--- config.mk ---
export PLATFORM = sky130hd
export DESIGN_NAME = uart_tx_arbiter
export DESIGN_NICKNAME = d
export VERILOG_FILES = /design/src/rtl/uart_tx_arbiter.sv
export SDC_FILE = /design/constraint.sdc
export NUM_CORES = 1
export LEC_CHECK = 0
export ABC_AREA = 1
export ABC_CLOCK_PERIOD_IN_PS = 1100
export CAP_MARGIN = 10
export CORE_MARGIN = 1.5
export CORE_UTILIZATION = 40
export DETAILED_ROUTE_END_ITERATION = 6
export HOLD_SLACK_MARGIN = 0.08
export PLACE_DENSITY = 0.74
export SYNTH_ARGS = -nofsm -noshare
export SYNTH_HDL_FRONTEND = slang
export SYNTH_SLANG_ARGS = --single-unit
--- constraint.sdc ---
create_clock -name clock -period 1.1 [get_ports clock]
set_input_delay 0.275 -clock clock [delete_from_list [all_inputs] [get_ports clock]]
set_output_delay 0.275 -clock clock [all_outputs]
set_load 0.005 [all_outputs]
--- src/rtl/uart_tx_arbiter.sv ---
// Round-robin arbiter sharing one UART transmitter; a grant stays locked until a byte flagged last (TX_ARB_STATS_EN adds byte/packet counters).
// Latency: req_valid -> req_ready 2 cycles, req_valid -> trans_en 3 cycles when idle and unlocked.
// Backpressure: one byte in flight; a source holds its byte until its req_ready pulse, non-owners wait while a lock is held.
module uart_tx_arbiter #(
   parameter int NUM_REQ      = 2,
   parameter int DATA_WIDTH   = 8,
   parameter int BUSY_TIMEOUT = 16
) (
   input  logic                          clock,
   input  logic                          reset_n,
   input  logic [NUM_REQ-1:0]            req_valid,
   input  logic [NUM_REQ*DATA_WIDTH-1:0] req_data,
   input  logic [NUM_REQ-1:0]            req_last,
   output logic [NUM_REQ-1:0]            req_ready,
   input  logic                          flush,
   input  logic                          tx_busy,
   output logic [DATA_WIDTH-1:0]         tran_data,
   output logic                          trans_en,
   output logic [NUM_REQ-1:0]            grant,
   output logic                          arb_busy,
   output logic                          timeout
`ifdef TX_ARB_STATS_EN
   ,
   output logic [15:0]                   tx_byte_count,
   output logic [15:0]                   pkt_count
`endif
);

   localparam int IW = (NUM_REQ > 1) ? $clog2(NUM_REQ) : 1;
   localparam int CW = $clog2(BUSY_TIMEOUT + 1);

   typedef enum logic [2:0] {
      S_IDLE,
      S_LATCH,
      S_START,
      S_WAIT_RISE,
      S_WAIT_FALL,
      S_RELEASE
   } state_t;

   state_t          state;
   state_t          state_nxt;
   logic [IW-1:0]   owner;
   logic [IW-1:0]   owner_inc;
   logic [IW-1:0]   rr_ptr;
   logic [IW-1:0]   pick_idx;
   logic            pick_vld;
   logic            locked;
   logic            last_f;
   logic            flush_pend;
   logic            idle_flush;
   logic            rel_now;
   logic [CW-1:0]   busy_cnt;
   int              cand;

   logic [DATA_WIDTH-1:0] req_bytes [NUM_REQ];

   for (genvar g = 0; g < NUM_REQ; g++) begin : g_unpack
      assign req_bytes[g] = req_data[g*DATA_WIDTH +: DATA_WIDTH];
   end

   assign owner_inc  = (owner == IW'(NUM_REQ - 1)) ? '0 : owner + IW'(1);
   assign grant      = locked ? (NUM_REQ'(1) << owner) : '0;
   assign arb_busy   = (state != S_IDLE);
   assign idle_flush = (state == S_IDLE) && locked && flush;
   // A flush arriving in RELEASE itself is honoured there rather than parked for the next byte.
   assign rel_now    = (state == S_RELEASE) && (last_f || flush_pend || flush);

   // First valid requester at or after rr_ptr; the lowest offset is written last and wins.
   always_comb begin
      pick_vld = 1'b0;
      pick_idx = '0;
      cand     = 0;
      for (int k = NUM_REQ - 1; k >= 0; k--) begin
         cand = int'(rr_ptr) + k;
         if (cand >= NUM_REQ) begin
            cand = cand - NUM_REQ;
         end
         if (req_valid[IW'(cand)]) begin
            pick_vld = 1'b1;
            pick_idx = IW'(cand);
         end
      end
   end

   always_ff @(posedge clock or negedge reset_n) begin
      if (!reset_n) begin
         state <= S_IDLE;
      end else begin
         state <= state_nxt;
      end
   end

   always_comb begin
      state_nxt = state;
      case (state)
         S_IDLE: begin
            if (locked) begin
               if (!flush && req_valid[owner]) begin
                  state_nxt = S_LATCH;
               end
            end else if (pick_vld) begin
               state_nxt = S_LATCH;
            end
         end
         S_LATCH:     state_nxt = S_START;
         S_START:     state_nxt = S_WAIT_RISE;
         S_WAIT_RISE: begin
            if (tx_busy) begin
               state_nxt = S_WAIT_FALL;
            end else if (busy_cnt == CW'(BUSY_TIMEOUT - 1)) begin
               state_nxt = S_RELEASE;
            end
         end
         S_WAIT_FALL: begin
            if (!tx_busy) begin
               state_nxt = S_RELEASE;
            end
         end
         S_RELEASE:   state_nxt = S_IDLE;
         default:     state_nxt = S_IDLE;
      endcase
   end

   always_ff @(posedge clock or negedge reset_n) begin
      if (!reset_n) begin
         owner      <= '0;
         rr_ptr     <= '0;
         locked     <= 1'b0;
         last_f     <= 1'b0;
         flush_pend <= 1'b0;
         busy_cnt   <= '0;
         tran_data  <= '0;
         req_ready  <= '0;
         trans_en   <= 1'b0;
         timeout    <= 1'b0;
      end else begin
         req_ready <= '0;
         trans_en  <= 1'b0;

         if (idle_flush || rel_now) begin
            locked     <= 1'b0;
            rr_ptr     <= owner_inc;
            flush_pend <= 1'b0;
         end else if (flush && locked && (state != S_IDLE)) begin
            flush_pend <= 1'b1;
         end

         if ((state == S_IDLE) && !locked && pick_vld) begin
            owner  <= pick_idx;
            locked <= 1'b1;
         end

         if (state == S_LATCH) begin
            tran_data <= req_bytes[owner];
            req_ready <= grant;
            last_f    <= req_last[owner];
         end

         if (state == S_START) begin
            trans_en <= 1'b1;
            busy_cnt <= '0;
         end

         // Counting starts in the trans_en cycle, so timeout rises BUSY_TIMEOUT cycles after it.
         if ((state == S_WAIT_RISE) && !tx_busy) begin
            if (busy_cnt == CW'(BUSY_TIMEOUT - 1)) begin
               timeout <= 1'b1;
            end else begin
               busy_cnt <= busy_cnt + CW'(1);
            end
         end
      end
   end

`ifdef TX_ARB_STATS_EN
   always_ff @(posedge clock or negedge reset_n) begin
      if (!reset_n) begin
         tx_byte_count <= '0;
         pkt_count     <= '0;
      end else begin
         if (state == S_START) begin
            tx_byte_count <= tx_byte_count + 16'd1;
         end
         if ((state == S_RELEASE) && last_f) begin
            pkt_count <= pkt_count + 16'd1;
         end
      end
   end
`endif

endmodule

==> run_results.csv <==
group,metric,value,unit
timing,slew_violations,0,
logic_synthesis,yosysSeqAreaShare,51.7,%
drt,drtAntennaViolNets,0,
logic_synthesis,synth_top_area_cell,"dfrtp_1",
logic_synthesis,async_flop_share,100,%
power,power_density,2650,nW/um2
drt,via_per_inst,5.43,
timing,fin_ws,-473,ps
final_layout,diodes,0,
logic_synthesis,synth_cell_type_count,20,
drt,wl_per_cell,16.2,um
clock_tree,cts_tree,"yes",
die,die_area,3370,um2
power,power.leakage,1.04,nW
power,clock_power_share,7.9,%
setup_path,cp_slowest_cell,"dfrtp_1",
logic_synthesis,synth_edf_count,0,
logic_synthesis,yosysWarnings,0,
grt,grt_pass1_wl,6170,um
setup_path,worst-path-buf-inv,3,
final_layout,areaGrowthSynthToFinish,77.5,%
grt,grt_pass1_vias,1436,
final_layout,multiInputGateArea,661,um2
status,run_status,"finished, violations left",
logic_synthesis,ys.flop_type,"dfrtp_1",
power,p_seq_share,26.6,%
drt,drt_wl_total,4150,um
power,pwr-share-comb,65.5,%
logic_synthesis,syn_inst,150,
setup_path,rrSetupSlack,-340,ps
timing,hold_viol,0,
clock_tree,cts_buffers,3,
grt,grt_antenna_before_repair,0,
die,core_area,2810,um2
die,rows,19,
timing,max_freq,0.636,GHz
drt,vias,1390,
die,die_width,58.0,um
drt,drt_pass1_iterations,6,
timing,layout_min_cycle_time,1570,ps
logic_synthesis,synth-seq-cells,25,
grt,grt_max_degree,26,
drt,drc,0,
timing,setup_viol,39,
power,p_int,3.28,mW
setup_path,critPathRequiredTime,820,ps
setup_path,criticalPathCategory,"reg -> out",
clock_tree,root_buffer,"clkbuf_4",
clock_tree,cts.clk_slew.worst_paths,160,ps
logic_synthesis,synth_top_cells_by_area,"dfrtp_1 (52%), nand2_1 (10%), nor2_1 (8.7%)",
clock_tree,htree_levels,1,
power,vdd_ir_drop_max,1.50,mV
final_layout,drive_gt1_share,43.6,%
run,drv_cap,0,
setup_path,start_kind,"register",
setup_path,critical_path.top_delay_family,"flip-flops",
logic_synthesis,synth_area,1210,um2
final_layout,regArea,626,um2
final_layout,final_cell_mix,"dfrtp_1 (25), nand2_1 (23), clkdlybuf4s50_1 (23), nor2_1 (22), buf_4 (22)",
final_layout,num-fill-cells,189,
die,die_h,58.0,um
power,power_switching,2.41,mW
setup_path,crit_chain,"nor2_2 -> inv_1 -> nor2_2 -> inv_1 -> buf_2",
timing,worstMarginPinSlew,286,ps
die,io-pin-count,39,
clock_tree,cts_sinks,25,
setup_path,endpoint_kind,"output port",
final_layout,nNetsFinal,251,
clock_tree,cts_hold_buf,0,
timing,rsz0062_at_grt,"yes",
grt,grtUsageTotal,23.8,%
grt,overflow,0,
setup_path,path_max_fanout,2,
timing,fin_setup_tns,-7630,ps
clock_tree,ctsLongestPathBuffers,2,
setup_path,slowest_delay,430,ps
logic_synthesis,yosysTopAreaCellShare,51.7,%
power,finalPower,5.69,mW
die,start_util,43.2,%
placement,io_buffers,38,
status,violations,"negative setup slack",
placement,detailed_place_hpwl,2150,um
power,sw_frac_of_total,42.4,%
final_layout,final_common_cell,"dfrtp_1",
clock_tree,clk_latency,330,ps
setup_path,cp_data_arrival_time,1300,ps
timing,fin_skew,4.55,ps
logic_synthesis,syn_avg_cell_area,8.07,um2
logic_synthesis,synth_nets,175,
drt,drt_iter0_markers,70,
timing,final.period_utilization,143,%
worst_hold_path,min_path_type,"in -> async",
timing,slew_headroom,80.9,%
placement,place_congestion,0.928,
-- worst paths after layout --
path | from | endpoint | cells after the start
min | reset_n | timeout | 2
max in group asynchronous | reset_n | locked | 2
max | state[1] | arb_busy | 5
min reg2reg | timeout | timeout | 2
min in group clock | timeout | timeout | 2
max reg2reg | state[1] | tran_data[4] | 8
-- stage by stage --
stage	setup WS (ps)	area (um2)	utilization, %	instances	hold slack, ps
floorplan	-40.7	1220	-	150	-20.6
global placement	-402	1770	63.2	233	448
detailed placement	-450	1770	63.2	233	446
CTS	-397	2040	72.7	252	280
global route	-516	2150	76.6	256	276
finish	-473	2150	76.6	256	269
-- cells in the mapped netlist, drive strengths merged (2+ instances only) --
cell    n
a21oi   4
buf     4
dfrtp  25
inv    18
nand2  34
nand3  14
nand4   2
nor2   28
nor3    2
o21ai   5
o31ai   9
xnor2   2
-- cells by family (layout without fill, tap and decap cells) --
| kind of cell | count (synthesis) | count (layout) | share of synthesized area [%] |
|---|---|---|---|
| simple gates | 81 | 81 | 28.5 |
| flops | 25 | 25 | 51.7 |
| buf+inv | 23 | 98 | 8.06 |
| compound gates | 18 | 18 | 9.30 |
| xor+xnor | 2 | 2 | 1.45 |
| fa+ha+maj | 1 | 1 | 1.03 |
-- flip-flops by register name, summed over array words and instances, names as in the netlist, 2 cells and up --
name	cells
state	3
req_ready	2
busy_cnt	5
tran_data	8
-- metal layers --
metal	GRT usage, %	wire, um	vias to the layer above
met4	13.3	209	0
met2	42.5	2140	62
met5	0	0	-
li1	-	-	632
met1	25.9	1570	674
met3	5.36	242	22
-- what timing repair did --
item | in CTS | in global routing
buffers inserted | 14 | 6
cloned | 3 | 1
pin swaps | 13 | 10
gates resized for setup | 98 | 31
setup endpoints to repair | 39 | 39
-- power by group through the flow --
stage | Clock, mW | Sequential [mW] | Combinational, mW
after floorplan | 0 | 1.53 | 1.09
after global placement | 0 | 1.49 | 2.26
after detailed placement | 0 | 1.49 | 2.32
after CTS | 0.445 | 1.47 | 3.26
after global routing | 0.495 | 1.54 | 3.99
final | 0.451 | 1.51 | 3.73
-- cell type report --
| cell class | instances | share of cell area (%) |
|---|---|---|
| inverters | 18 | 3.67 |
| repair buffers | 75 | 32.9 |
| clock inverters | 1 | 0.349 |
| clock buffers | 3 | 1.05 |
| well taps | 31 | 1.80 |
| multi-input cells | 102 | 30.7 |
| repair inverters | 1 | 0.349 |
| flip-flops and latches | 25 | 29.1 |
Note: power is estimated with default switching activity, not from simulation.
